`src/rtl/rr_arbiter8.sv`:
```
// Eight-way round-robin arbiter. Registered one-hot grant plus binary code,
// with an optional maximum tenure after which the grant is revoked.
//
//   state   | meaning
//   --------+-------------------------------------------------------------
//   S_IDLE  | no owner; the winner is picked from req by the rotating ptr
//   S_GRANT | one owner holds the resource until done, req drop or timeout
module rr_arbiter8 #(
  parameter int unsigned MAX_HOLD = 16
) (
  input  logic       clk,
  input  logic       rst_n,
  input  logic [7:0] req,
  input  logic       done,
  output logic [7:0] gnt,
  output logic [2:0] gnt_code,
  output logic       gnt_valid,
  output logic       timeout
);

  typedef enum logic {S_IDLE, S_GRANT} state_t;

  localparam int unsigned HOLD_LAST_I = (MAX_HOLD == 0) ? 0 : MAX_HOLD - 1;
  localparam logic [7:0]  HOLD_LAST   = 8'(HOLD_LAST_I);
  localparam logic        HOLD_EN     = (MAX_HOLD != 0);

  state_t     state_q, state_d;
  logic [2:0] ptr_q, ptr_d;
  logic [7:0] hold_q, hold_d;
  logic [7:0] gnt_q, gnt_d;
  logic [2:0] code_q, code_d;
  logic       valid_q, valid_d;
  logic       timeout_q, timeout_d;

  logic       any_req;
  logic [2:0] win;
  logic       rel_done, rel_drop, rel_to, rel_any;

  // Lowest rotated offset from ptr wins; scanning from the far end lets the
  // nearest set bit overwrite the result last.
  function automatic logic [2:0] pick_winner(input logic [7:0] r, input logic [2:0] p);
    logic [2:0] idx;
    pick_winner = p;
    for (int k = 7; k >= 0; k--) begin
      idx = p + 3'(k);
      if (r[idx]) pick_winner = idx;
    end
  endfunction

  assign any_req  = |req;
  assign win      = pick_winner(req, ptr_q);
  assign rel_done = done;
  assign rel_drop = ~req[code_q];
  assign rel_to   = HOLD_EN && (hold_q == HOLD_LAST);
  assign rel_any  = rel_done | rel_drop | rel_to;

  always_ff @(posedge clk or negedge rst_n) begin
    if (!rst_n) begin
      state_q   <= S_IDLE;
      ptr_q     <= 3'd0;
      hold_q    <= 8'd0;
      gnt_q     <= 8'd0;
      code_q    <= 3'd0;
      valid_q   <= 1'b0;
      timeout_q <= 1'b0;
    end else begin
      state_q   <= state_d;
      ptr_q     <= ptr_d;
      hold_q    <= hold_d;
      gnt_q     <= gnt_d;
      code_q    <= code_d;
      valid_q   <= valid_d;
      timeout_q <= timeout_d;
    end
  end

  always_comb begin
    state_d = state_q;
    ptr_d   = ptr_q;
    hold_d  = hold_q;
    case (state_q)
      S_IDLE: begin
        if (any_req) begin
          state_d = S_GRANT;
          ptr_d   = win + 3'd1;
          hold_d  = 8'd0;
        end
      end
      S_GRANT: begin
        if (rel_any) state_d = S_IDLE;
        else         hold_d  = hold_q + 8'd1;
      end
      default: state_d = S_IDLE;
    endcase
  end

  always_comb begin
    gnt_d     = gnt_q;
    code_d    = code_q;
    valid_d   = valid_q;
    timeout_d = 1'b0;
    case (state_q)
      S_IDLE: begin
        if (any_req) begin
          gnt_d   = 8'b1 << win;
          code_d  = win;
          valid_d = 1'b1;
        end
      end
      S_GRANT: begin
        if (rel_any) begin
          gnt_d     = 8'd0;
          valid_d   = 1'b0;
          // Only a pure tenure expiry counts as a revocation.
          timeout_d = rel_to & ~rel_done & ~rel_drop;
        end
      end
      default: begin
        gnt_d   = 8'd0;
        valid_d = 1'b0;
      end
    endcase
  end

  assign gnt       = gnt_q;
  assign gnt_code  = code_q;
  assign gnt_valid = valid_q;
  assign timeout   = timeout_q;

endmodule
```
`config.mk`:
```
export PLATFORM = sky130hd
export DESIGN_NAME = rr_arbiter8
export DESIGN_NICKNAME = d
export VERILOG_FILES = /design/src/rtl/rr_arbiter8.sv
export SDC_FILE = /design/constraint.sdc
export NUM_CORES = 1
export LEC_CHECK = 0
export ABC_AREA = 1
export BUFFER_PORTS_ARGS = -buffer_cell sky130_fd_sc_hd__buf_2
export CAP_MARGIN = 30
export CORE_MARGIN = 2
export CORE_UTILIZATION = 30
export DETAILED_ROUTE_END_ITERATION = 8
export PLACE_DENSITY = 0.47
export SETUP_SLACK_MARGIN = 0.1
export SLEW_MARGIN = 30
export SYNTH_ARGS = -nofsm -noshare
export SYNTH_HDL_FRONTEND = slang
export SYNTH_SLANG_ARGS = --single-unit
```
`constraint.sdc`:
```
create_clock -name clk -period 3.3 [get_ports clk]
set_input_delay 0.66 -clock clk [delete_from_list [all_inputs] [get_ports clk]]
set_output_delay 0.66 -clock clk [all_outputs]
set_load 0.03 [all_outputs]
```
==> flow_metrics.env, run 1 <==
export IMPL_worstPathCellList="inv_4 -> ha_1 -> inv_1 -> nand3_1 -> nand3_1 -> nand2_2 -> a21oi_2 -> nand2_1 -> nand2_1 -> nand2_1 -> nand2_1 -> nand2_2 -> a21oi_2 -> nand2_1 -> inv_1 -> ha_1 -> nand2_1 -> o21ai_0"
export IMPL_fin_nets=295
export IMPL_core_area_mm2=0.005851
export IMPL_slew_viol_final=0
export IMPL_setup_violations=0
export IMPL_worstSetupStartpointType="register"
export IMPL_synth_edff_count=0
export IMPL_slew_headroom=0.6158
export IMPL_syn_nets=268
export IMPL_grtUsageTotal=0.1548
export IMPL_route_met3_wl_um=216
export IMPL_routed_via_density=4.785
export IMPL_netlist_area_leader_share=0.3492
export IMPL_met2_length_um=2135
export IMPL_cts_tree="done"
export IMPL_fin_worst_skew_ns=0.002072
export IMPL_ys_seq_area_frac=0.3492
export IMPL_drt_iter0_drc=58
export IMPL_crit_required_ns=3.46
export IMPL_portBuffers=23
export IMPL_yosysWarningCount=0
export IMPL_dr_pass1_iters=4
export IMPL_fin_crit_ns=2.613
export IMPL_postCtsSetupRepairBufs=0
export IMPL_top_layer="met4"
export IMPL_avgSynthCellArea_um2=7.082
export IMPL_cp_arrival_ns=2.77
export IMPL_rsz0062_at_grt="false"
export IMPL_antenna_found_initial=0
export IMPL_synth_seq_cells=25
export IMPL_synth_ff_type="dfrtp_1"
export IMPL_cts_resized=0
export IMPL_diodes=0
export IMPL_synthArstFlopShare=1.000
export IMPL_tightest_slew_ns=0.5762
export IMPL_synthCells=253
export IMPL_grt_pass1_vias=1690
export IMPL_fill_cells=633
export IMPL_grt_pass1_wl_um=8004
export IMPL_timing_critical_path_fanout_max=11
export IMPL_grt_max_degree=26
export IMPL_end_kind="register"
export IMPL_numCtsBuffers=3
export IMPL_grt_overflow=0
export IMPL_layout_common_cells="73 x nand2_1, 35 x nand3_1, 28 x inv_1, 25 x dfrtp_1, 23 x buf_2"
export IMPL_cp_slowest_stage_delay_ns=0.41
export IMPL_cts_hold_buf=0
export IMPL_drive_gt1_frac=0.2115
export IMPL_synth_area_mm2=0.001792
export IMPL_yosys_top_cells_area="dfrtp_1 35%, nand2_1 15%, nand3_1 9.8%"
export IMPL_syn2layout_area_growth_pct=13.76
export IMPL_wl_per_cell_um=13.08
export IMPL_dieArea_mm2=0.006606
export IMPL_setup_tns_ns=0
export IMPL_dpl_hpwl_um=3582
export IMPL_hold_class="input port to asynchronous set/reset pin"
export IMPL_path_common_cell="nand2_1"
export IMPL_drc=0
export IMPL_yosys_area_top_type="dfrtp_1"
export IMPL_max_freq_ghz=0.3828
export IMPL_ys_types=29
export IMPL_wl_met1_um=2245
export IMPL_totalWireLength_um=4631
export IMPL_path_clk_slew_ns=0.09
export IMPL_postRouteAntennaNets=0
export IMPL_crit_type="register to register"
export IMPL_clock_latency_ns=0.27
export IMPL_gp_congestion=0.9078
export IMPL_row_count=28
export IMPL_layout_commonest_cell="nand2_1"
export IMPL_crit_slowest_cell="dfrtp_1"
export IMPL_cts_root_buf="clkbuf_8"
export IMPL_die_h_um=81.28
export IMPL_drv_cap=0
export IMPL_status="complete, no violations"
export IMPL_fin_crit_sh=0.7917
export IMPL_path_buf_inv=3
export IMPL_io_pins=24
export IMPL_start_util=0.3062
export IMPL_hold_violations=0
export IMPL_critPathTopFamily="simple AND/OR/NAND/NOR gates"
export IMPL_cts_num_sinks=25
export IMPL_clockBufferDepth=2
export IMPL_die_w_um=81.28
export IMPL_htreeDepth=1
export IMPL_vias=1694
final cells by class:
class | count | area [um2] | share of cell area
Timing Repair Buffer | 27 | 145.1 | 0.07121
Multi-Input combinational cell | 190 | 1002 | 0.4917
Sequential cell | 25 | 625.6 | 0.3069
Inverter | 33 | 126.4 | 0.06200
Clock buffer | 4 | 45.04 | 0.02210
Tap cell | 75 | 93.84 | 0.04604
per-layer routing:
layer	vias up	global-route usage
met5	-	0
met4	0	0.03051
met3	4	0.01667
met2	40	0.2648
met1	771	0.2108
li1	879	-
cells in the mapped netlist (all sizes together) (2+ instances only):
| library cell | number |
|---|---|
| a21oi | 8 |
| a22o | 2 |
| buf | 5 |
| dfrtp | 25 |
| ha | 4 |
| inv | 33 |
| nand2 | 85 |
| nand3 | 43 |
| nor2 | 13 |
| nor4 | 2 |
| o21ai | 17 |
| o221ai | 2 |
| o22ai | 2 |
| xor2 | 5 |
cell families after synthesis:
family,synth area share
xor gates and xnor gates,0.02933
AOI/OAI and AO/OA,0.1180
and+or+nand+nor,0.3785
buffers and inverters,0.09148
DFF,0.3492
muxes,0.005587
adders and majority gates,0.02793
state kept, by name, summed over array words and instances (netlist names):
signal and count:
ptr_q 3, hold_q 8, state_q 1, gnt 8, timeout 1, gnt_code 3
gnt_valid 1
stage by stage:
step | setup WS [ns] | cell area, um2 | utilization | hold slack (ns) | cells
5_1_grt | 0.3804 | 2038 | 0.3484 | 0.4133 | 354
2_1_floorplan | 0.8160 | 1792 | - | 0.3644 | 253
4_1_cts | 0.6893 | 2038 | 0.3484 | 0.3923 | 354
6_report | 0.6875 | 2038 | 0.3484 | 0.3791 | 354
3_3_place_gp | 0.7552 | 1993 | 0.3407 | 0.4621 | 350
3_5_place_dp | 0.7117 | 1993 | 0.3407 | 0.4579 | 350
worst paths after layout:
| kind | start | end | slack [ns] | depth (start not counted) |
|---|---|---|---|---|
| setup / recovery | ptr_q[0] | ptr_q[2] | 0.69 | 18 |
| hold reg to reg | gnt_valid | gnt_valid | 0.48 | 2 |
| max in group asynchronous | rst_n | gnt[7] | 2.54 | 1 |
| min in group clk | gnt_valid | gnt_valid | 0.48 | 2 |
| hold / removal | rst_n | hold_q[6] | 0.38 | 1 |
| setup reg to reg | ptr_q[0] | ptr_q[2] | 0.69 | 18 |
Power of run 1 is not shown: default switching activity piles up to over one toggle a cycle in this logic, so the estimate is an artifact.
==> run 2, diff against run 1 <==
==> constraint.sdc (replaced) <==
create_clock -name clk -period 2.6 [get_ports clk]
set_input_delay 0.52 -clock clk [delete_from_list [all_inputs] [get_ports clk]]
set_output_delay 0.52 -clock clk [all_outputs]
set_load 0.03 [all_outputs]
==> run 2 against run 1 <==
Core utilization rose by 1.8 points. Routed wire length fell by 1.3%. Sequential share of layout area fell by 1.4 points. Cell count rose by 0.85%. Clock skew fell by 0.00091 ns. Clock-buffer cell count did not move. Die area did not move. Critical endpoint unchanged. Flip-flop and latch count did not move. Via count fell by 1.2%.
==> flow_metrics.env, run 2 (synthesized netlist as in run 1, its figures left out) <==
export IMPL_status="complete, no violations"
export IMPL_crit_type="register to register"
export IMPL_dp_cells=351
export IMPL_numCtsBuffers=3
export IMPL_die_w_um=81.28
export IMPL_fin_nets=298
export IMPL_grt_pass1_vias=1621
export IMPL_fin_crit_sh=0.8937
export IMPL_crit_required_ns=2.73
export IMPL_slew_viol_final=0
export IMPL_setup_violations=0
export IMPL_drc=0
export IMPL_path_buf_inv=3
export IMPL_hold_slack_ns=0.2382
export IMPL_path_common_cell="nand2_1"
export IMPL_crit_slowest_cell="dfrtp_1"
export IMPL_cts_root_buf="clkbuf_8"
export IMPL_clockBufferDepth=2
export IMPL_grt_pass1_wl_um=7541
export IMPL_htreeDepth=1
export IMPL_antenna_found_initial=0
export IMPL_fin_cells=357
export IMPL_setup_tns_ns=0
export IMPL_wl_per_cell_um=12.80
export IMPL_fin_crit_ns=2.324
export IMPL_vias=1674
export IMPL_grt_overflow=0
export IMPL_worstSetupStartpointType="register"
export IMPL_hold_violations=0
export IMPL_layout_commonest_cell="nand2_1"
export IMPL_end_kind="register"
export IMPL_fin_worst_skew_ns=0.001157
export IMPL_drv_cap=0
export IMPL_drive_gt1_frac=0.2624
export IMPL_syn2layout_area_growth_pct=19.48
export IMPL_core_area_mm2=0.005851
export IMPL_slew_headroom=0.5296
export IMPL_path_clk_slew_ns=0.09
export IMPL_rsz0062_at_grt="false"
export IMPL_layout_common_cells="72 x nand2_1, 30 x nand3_1, 26 x inv_1, 24 x buf_2, 24 x dfrtp_1"
export IMPL_gp_congestion=0.8114
export IMPL_dieArea_mm2=0.006606
export IMPL_cp_slowest_stage_delay_ns=0.44
export IMPL_start_util=0.3062
export IMPL_io_pins=24
export IMPL_critPathTopFamily="simple AND/OR/NAND/NOR gates"
export IMPL_diodes=0
export IMPL_die_h_um=81.28
export IMPL_row_count=28
export IMPL_cp_arrival_ns=2.45
export IMPL_timing_critical_path_fanout_max=5
export IMPL_cts_tree="done"
export IMPL_cts_num_sinks=25
export IMPL_drt_iter0_drc=78
export IMPL_tightest_slew_ns=0.7030
export IMPL_totalWireLength_um=4570
export IMPL_finalCoreUtilization=0.3659
export IMPL_dr_pass1_iters=4
export IMPL_clock_latency_ns=0.26
export IMPL_portBuffers=23
export IMPL_max_freq_ghz=0.4304
export IMPL_grtUsageTotal=0.1474
export IMPL_routed_via_density=4.689
export IMPL_cts_hold_buf=0
export IMPL_grt_max_degree=26
export IMPL_dpl_hpwl_um=3509
export IMPL_postRouteAntennaNets=0
export IMPL_hold_class="input port to asynchronous set/reset pin"
export IMPL_worstPathCellList="buf_6 -> ha_4 -> xor2_4 -> inv_2 -> nand3_2 -> nand2_2 -> a21oi_2 -> nand2_1 -> nand2_1 -> nand2_1 -> nand2_1 -> nand2_2 -> a21oi_2 -> nand2_2 -> inv_1 -> ha_1 -> nand2_1 -> o21ai_0"
-- run 2: cell types whose count changed in the layout (fill, tap and decap cells not counted), moves of 2 or more --
cell	before	now
nand3_1	35	30
nand3_2	8	13
buf_6	0	2
ha_1	4	2
ha_4	0	2
inv_1	28	26
-- run 2: worst paths after layout --
path	start	endpoint	slack, ns	cells past startpoint
setup / recovery	ptr_q[0]	ptr_q[2]	0.28	18
max in group asynchronous	rst_n	ptr_q[2]	1.95	1
hold / removal	rst_n	hold_q[6]	0.24	1
setup reg to reg	ptr_q[0]	ptr_q[2]	0.28	18
min in group clk	gnt_valid	gnt_valid	0.49	2
hold reg to reg	gnt_valid	gnt_valid	0.49	2
-- run 2: metrics by stage --
stage	worst slack, ns	instance area [um2]
final	0.2765	2141
after global placement	0.1416	2001
after detailed placement	0.1129	2001
after CTS	0.1471	2046
after global routing	0.07413	2141
after floorplan	0.1160	1792
-- run 2: final cells by class --
class | instances | area [um2]
fill | 635 | 3710
multi-input combinational | 190 | 1074
sequential | 25 | 626.9
timing repair buffer | 30 | 172.7
inverter | 33 | 128.9
tap | 75 | 93.84
clock buffer | 4 | 45.04
-- run 2: timing repair --
action                                  in CTS  in global routing
buffers inserted                             0                  1
resized for setup                            1                 17
cloned                                       0                  1
pin swaps                                    0                  2
endpoints found under the setup margin       1                  2
-- run 2: worst register-to-register path: cells and delay by family, from the launching register on --
family                   cells  cell delay, ns
buffers and inverters        3            0.28
XOR/XNOR                     1            0.18
AND/OR/NAND/NOR              9            0.56
flip-flops                   1            0.44
adder cells (fa/ha/maj)      2            0.37
AO/OA/AOI/OAI                3            0.34
-- run 2: layer usage --
layer  vias to the layer above  track usage  wire length (um)  share of wire
met5                         -            0                 0              0
met4                         0      0.05085                58          0.013
met3                         4      0.01556               143          0.031
met2                        24       0.2492              2131           0.47
met1                       760       0.1948              2236           0.49
li1                        886            -                 -              -
Power of run 2 is left out for the same reason.
